<file path="config.mk">
export PLATFORM = sky130hd
export DESIGN_NAME = wb_cmd_master
export DESIGN_NICKNAME = d
export VERILOG_FILES = /design/src/rtl/wb_pkg.sv /design/src/rtl/wb_timeout_ctr.sv /design/src/rtl/wb_cmd_master.sv
export SDC_FILE = /design/constraint.sdc
export NUM_CORES = 1
export LEC_CHECK = 0
export ABC_AREA = 1
export BUFFER_PORTS_ARGS = -buffer_cell sky130_fd_sc_hd__buf_2
export CORE_MARGIN = 2
export CORE_UTILIZATION = 46
export DETAILED_ROUTE_END_ITERATION = 16
export GPL_ROUTABILITY_DRIVEN = 0
export PLACE_DENSITY_LB_ADDON = 0.15
export REMOVE_ABC_BUFFERS = 1
export SLEW_MARGIN = 5
export SYNTH_ARGS = -nofsm -noshare
export SYNTH_HDL_FRONTEND = slang
export SYNTH_HIERARCHICAL = 1
export SYNTH_SLANG_ARGS = --single-unit
</file>
<file path="constraint.sdc">
create_clock -name wb_clk_i -period 1.54 [get_ports wb_clk_i]
set_input_delay 0.308 -clock wb_clk_i [delete_from_list [all_inputs] [get_ports wb_clk_i]]
set_output_delay 0.308 -clock wb_clk_i [all_outputs]
set_load 0.02 [all_outputs]
</file>
<file path="src/rtl/wb_pkg.sv">
// Shared definitions for the Wishbone command master: FSM state encoding
// and default bus geometry / ack timeout.
package wb_pkg;

  localparam int WB_AW_DEF      = 32;
  localparam int WB_DW_DEF      = 32;
  localparam int WB_TIMEOUT_DEF = 255;

  typedef enum logic [1:0] {
    ST_IDLE = 2'd0,
    ST_BUS  = 2'd1,
    ST_RESP = 2'd2,
    ST_GAP  = 2'd3
  } wb_mst_state_t;

endpackage

</file>
<file path="src/rtl/wb_timeout_ctr.sv">
// Ack-wait counter for the Wishbone command master. expired_o flags the
// BUS cycle in which the count would reach TIMEOUT, so the master can leave
// BUS on that same edge. Width is clog2(TIMEOUT+1); the master leaves BUS
// before the count could pass TIMEOUT, so it never wraps.
module wb_timeout_ctr #(
  parameter int TIMEOUT = 255
) (
  input  logic clk_i,
  input  logic rst_ni,
  input  logic clr_i,
  input  logic en_i,
  output logic expired_o
);

  localparam int CW = $clog2(TIMEOUT + 1);
  localparam logic [CW-1:0] LAST = CW'(TIMEOUT - 1);

  logic [CW-1:0] cnt_q;
  logic [CW-1:0] cnt_d;

  // Next count: clear outside BUS, advance on each BUS cycle without ack
  always_comb begin
    cnt_d = cnt_q;
    if (clr_i) begin
      cnt_d = '0;
    end else if (en_i) begin
      cnt_d = cnt_q + 1'b1;
    end
  end

  // Count register
  always_ff @(posedge clk_i or negedge rst_ni) begin
    if (!rst_ni) begin
      cnt_q <= '0;
    end else begin
      cnt_q <= cnt_d;
    end
  end

  assign expired_o = en_i && (cnt_q == LAST);

endmodule

</file>
<file path="src/rtl/wb_cmd_master.sv">
// Wishbone classic single-transfer master driven by a valid/ready command
// port, returning a valid/ready response. One transfer at a time, with a
// forced idle GAP cycle so stb always shows a rising edge.
// Optional ack timeout enabled by defining WB_CMD_MASTER_TIMEOUT_EN; without
// it BUS waits for ack indefinitely and rsp_err_o is never set.
module wb_cmd_master
  import wb_pkg::*;
#(
  parameter int AW      = WB_AW_DEF,
  parameter int DW      = WB_DW_DEF,
  parameter int TIMEOUT = WB_TIMEOUT_DEF
) (
  input  logic            wb_clk_i,
  input  logic            wb_reset_ni,
  input  logic            cmd_valid_i,
  output logic            cmd_ready_o,
  input  logic            cmd_we_i,
  input  logic [AW-1:0]   cmd_adr_i,
  input  logic [DW-1:0]   cmd_dat_i,
  input  logic [DW/8-1:0] cmd_sel_i,
  output logic            rsp_valid_o,
  input  logic            rsp_ready_i,
  output logic [DW-1:0]   rsp_dat_o,
  output logic            rsp_err_o,
  output logic [AW-1:0]   wb_adr_o,
  output logic [DW-1:0]   wb_dat_o,
  output logic [DW/8-1:0] wb_sel_o,
  output logic            wb_we_o,
  output logic            wb_cyc_o,
  output logic            wb_stb_o,
  input  logic [DW-1:0]   wb_dat_i,
  input  logic            wb_ack_i
);

  wb_mst_state_t   state_q, state_d;
  logic            we_q, we_d;
  logic [AW-1:0]   adr_q, adr_d;
  logic [DW-1:0]   dat_q, dat_d;
  logic [DW/8-1:0] sel_q, sel_d;
  logic [DW-1:0]   rsp_dat_q, rsp_dat_d;
  logic            rsp_err_q, rsp_err_d;
  logic            timeout_hit;

`ifdef WB_CMD_MASTER_TIMEOUT_EN
  wb_timeout_ctr #(
    .TIMEOUT (TIMEOUT)
  ) u_timeout_ctr (
    .clk_i     (wb_clk_i),
    .rst_ni    (wb_reset_ni),
    .clr_i     (state_q != ST_BUS),
    .en_i      ((state_q == ST_BUS) && !wb_ack_i),
    .expired_o (timeout_hit)
  );
`else
  // No counter: the only way out of BUS is an ack, so rsp_err stays 0
  assign timeout_hit = 1'b0;
`endif

  // Next-state and register updates; ack takes priority over timeout
  always_comb begin
    state_d   = state_q;
    we_d      = we_q;
    adr_d     = adr_q;
    dat_d     = dat_q;
    sel_d     = sel_q;
    rsp_dat_d = rsp_dat_q;
    rsp_err_d = rsp_err_q;
    unique case (state_q)
      ST_IDLE: begin
        if (cmd_valid_i) begin
          we_d    = cmd_we_i;
          adr_d   = cmd_adr_i;
          dat_d   = cmd_dat_i;
          sel_d   = cmd_sel_i;
          state_d = ST_BUS;
        end
      end
      ST_BUS: begin
        if (wb_ack_i) begin
          rsp_dat_d = we_q ? '0 : wb_dat_i;
          rsp_err_d = 1'b0;
          state_d   = ST_RESP;
        end else if (timeout_hit) begin
          rsp_dat_d = '0;
          rsp_err_d = 1'b1;
          state_d   = ST_RESP;
        end
      end
      ST_RESP: begin
        if (rsp_ready_i) begin
          state_d = ST_GAP;
        end
      end
      ST_GAP:  state_d = ST_IDLE;
      default: state_d = ST_IDLE;
    endcase
  end

  // State and datapath registers, all cleared by the async reset
  always_ff @(posedge wb_clk_i or negedge wb_reset_ni) begin
    if (!wb_reset_ni) begin
      state_q   <= ST_IDLE;
      we_q      <= 1'b0;
      adr_q     <= '0;
      dat_q     <= '0;
      sel_q     <= '0;
      rsp_dat_q <= '0;
      rsp_err_q <= 1'b0;
    end else begin
      state_q   <= state_d;
      we_q      <= we_d;
      adr_q     <= adr_d;
      dat_q     <= dat_d;
      sel_q     <= sel_d;
      rsp_dat_q <= rsp_dat_d;
      rsp_err_q <= rsp_err_d;
    end
  end

  assign cmd_ready_o = (state_q == ST_IDLE);
  assign wb_cyc_o    = (state_q == ST_BUS);
  assign wb_stb_o    = (state_q == ST_BUS);
  assign wb_we_o     = we_q;
  assign wb_adr_o    = adr_q;
  assign wb_dat_o    = dat_q;
  assign wb_sel_o    = sel_q;
  assign rsp_valid_o = (state_q == ST_RESP);
  assign rsp_dat_o   = rsp_dat_q;
  assign rsp_err_o   = rsp_err_q;

endmodule

</file>
==> summary.md <==
| Metric | Value |
|---|---|
| Flops & latches, synth | `103` |
| Routed vias/inst | `4.84` |
| Chip Height | `100 µm` |
| Crit-path max FO | `3` |
| Vias in the first global route | `3687` |
| DRC violations left | `0` |
| Clock net sink count | `103` |
| Pleak | `3.24 nW` |
| Syn Area/Cell | `9.20 µm²` |
| Number of cells on the critical path | `3` |
| EDFF count, synth | `0` |
| Final wirelength | `10.8 mm` |
| Min-Delay Path Depth | `3` |
| Hold Crit Class | `primary input to flop` |
| Buf/Inv on CP | `2` |
| Top cells by area, synth | `dfrtp_1 (60%), nand2_1 (18%), nand3_1 (6.9%)` |
| Post-synth top flop | `dfrtp_1` |
| Max Cap Viol | `0` |
| # setup viols final | `0` |
| Endpoint class of the critical path | `output port` |
| Wire length of the first global-routing pass | `17.1 mm` |
| Drt wl/cell | `13.8 µm` |
| Final hold viol count | `0` |
| VDD IR max | `0.919 mV` |
| Area of the mapped netlist | `4270 µm²` |
| Largest family of logic cells by synthesized area | `simple AND/OR/NAND/NOR gates` |
| Synth Area in XOR/XNOR | `0%` |
| CP Data Required Time | `1230 ps` |
| Number of CTS-inserted buffers | `9` |
| Clk buf depth | `2` |
| Gate Count Post-Synth | `464` |
| Sequential area share after synthesis | `60.4%` |
| Cell family with most CP delay | `flip-flops` |
| Slowest-stage cell, CP | `dfrtp_1` |
| Finished Layout Cells | `785` |
| WS Path Type | `flop to output port` |
| Placed Cells | `766` |
| Worst R2R Path Depth | `6` |
| HPWL Detailed | `7.84 mm` |
| Sw Share | `45.5%` |
| Initial Utilization | `46.9%` |
| Post-route antenna net violation count | `0` |
| Ys async rst share | `100%` |
| Layout cell share with drive strength beyond 1 | `38.7%` |
| Htree depth | `3` |
| Worst reg-to-reg setup slack | `90 ps` |
| Ys Warns | `6` |
| Int Pwr | `6.87 mW` |
| # rows | `35` |
| CP startpoint kind | `flop` |
| Design area | `5680 µm²` |
| Skew final | `8.03 ps` |
| RSZ-0062 raised after global routing | `true` |
| Nets | `778` |
| Switching Power | `5.72 mW` |
| Peak Freq | `656 MHz` |
| PD cells | `2220 nW/µm²` |
| Crit-path max cell delay | `440 ps` |
| Core area | `9110 µm²` |
| Clock transition at the registers of the reported paths | `100 ps` |
| Slew Limit Fails | `0` |
| Number of diodes | `0` |
| Clock Power Share | `13.0%` |
| Final setup TNS | `0 ps` |
| Combinational group share of total power | `49.5%` |
| Pin count of the biggest net entering global routing | `65` |
| Most frequent cells after synthesis | `nand2_1 (208), dfrtp_1 (103), nand3_1 (59)` |
| Fin crit period | `1520 ps` |
| Status | `finished clean` |
| Dominant cell by count in the synthesized netlist | `nand2_1` |
| PortBufs | `210` |
| Post-synth top area cell | `dfrtp_1` |
| Crit share post-route | `99.0%` |
| Die area | `10100 µm²` |
| Area growth, synth to finish | `33.1%` |
| 1st-iter DRT viols | `123` |
| Synth Area in Adders | `0.879%` |
| Placed cell areas | `5390 µm²` |
| Die W | `100 µm` |
| Top-area cell type share of the netlist area | `60.4%` |
| Seq pwr share | `37.5%` |
| Final Util | `62.4%` |
| Simple-gate share of the synthesized area | `28.3%` |
| Detailed-router iteration count before antenna repair | `4` |
| Overall routing resource usage | `21.4%` |
| Worst-Skew Late Latency | `360 ps` |
| Boundary pin count | `212` |
| Crit-path cells | `inv_2 > ha_4 > buf_6` |
| Root Buffer | `clkbuf_8` |
| Remaining global-route overflow | `0` |
| Mux contribution to synthesized area | `0%` |
| Synth unique cells | `19` |
| CTS tree | `done` |
| Routed via count | `3803` |
| Initial antenna violation count | `0` |
| Critical path arrival | `1220 ps` |
| Compound-cell area share of the yosys netlist | `3.87%` |
==> final cells by class <==
class	count	area, µm²
Fill cell	828	3430
Sequential cell	103	2580
Multi-Input combinational cell	319	1450
Timing Repair Buffer	228	1290
Clock buffer	11	151
Tap cell	111	139
Clock inverter	5	38.8
Inverter	8	32.5
==> tightest hold or removal path, cell delays in order <==
cell and delay, ps:
buf_2 80, nand3_1 60, nand2_1 60
==> routing by layer <==
| metal | global-route usage, % | part of all wire, % |
|---|---|---|
| met1 | 26.5 | 43 |
| met2 | 35.4 | 46 |
| met3 | 6.82 | 8.8 |
| met4 | 7.59 | 1.6 |
| met5 | 0 | 0 |
==> what timing repair did <==
item	CTS	global route
resized for setup	9	10
setup endpoints to repair	4	5
buffers inserted	2	1
hold buffers	1	0
pin swaps	1	2
hold endpoints to repair	21	0
==> logic make-up (layout without fill, tap and decap cells) <==
group,Yosys count,in the layout
simple gates,282,282
other cells,1,1
flops,103,103
compound gates,33,33
buf+inv,42,252
fa+ha+maj,3,3
==> cell usage in the layout, fill, tap and decap left out, drive strengths merged <==
cell type    synthesis  final
nand2              210    210
clkinvlp             0      1
clkbuf               1     11
a21oi                1      1
buf                 33    227
nand3               69     69
nor2                 1      1
conb                 1      1
ha                   3      3
o21ai               32     32
clkinv               0      1
dfrtp              103    103
inv                  8     11
nand4                2      2
dlygate4sd3          0      1
==> sequential cells by signal (all words and copies together), names as in the netlist <==
name and cells:
wb_dat_o 32, wb_we_o 1, wb_adr_o 32, wb_sel_o 4, state_q 2, rsp_dat_o 32
==> metrics by stage <==
stage / hold WS, ps / worst slack, ps / power [mW]
after global routing: 159 / -42.9 / 13.5
after floorplan: 12.4 / -1650 / 8.27
after detailed placement: 233 / 160 / 10.8
after global placement: 232 / 196 / 10.6
final: 174 / 15.2 / 12.6
after CTS: 158 / -48.1 / 12.6
==> worst paths after layout <==
kind / endpoint / from
max: cmd_ready_o / state_q[0]$_DFFE_PN0P_
min: wb_adr_o[3]$_DFFE_PN0P_ / cmd_adr_i[3]
max reg2reg: wb_adr_o[24]$_DFFE_PN0P_ / state_q[0]$_DFFE_PN0P_
min reg2reg: wb_adr_o[13]$_DFFE_PN0P_ / wb_adr_o[13]$_DFFE_PN0P_
max in group asynchronous: rsp_dat_o[16]$_DFFE_PN0P_ / wb_reset_ni
min in group asynchronous: state_q[0]$_DFFE_PN0P_ / wb_reset_ni
==> power groups by stage <==
stage	clock network [mW]	registers (mW)	logic (mW)
2_1_floorplan	0	6.31	1.96
3_3_place_gp	0	4.68	5.96
3_5_place_dp	0	4.71	6.09
4_1_cts	1.68	4.69	6.19
5_1_grt	1.78	4.87	6.85
6_report	1.64	4.72	6.23
Note: power is estimated with default switching activity, not from simulation.
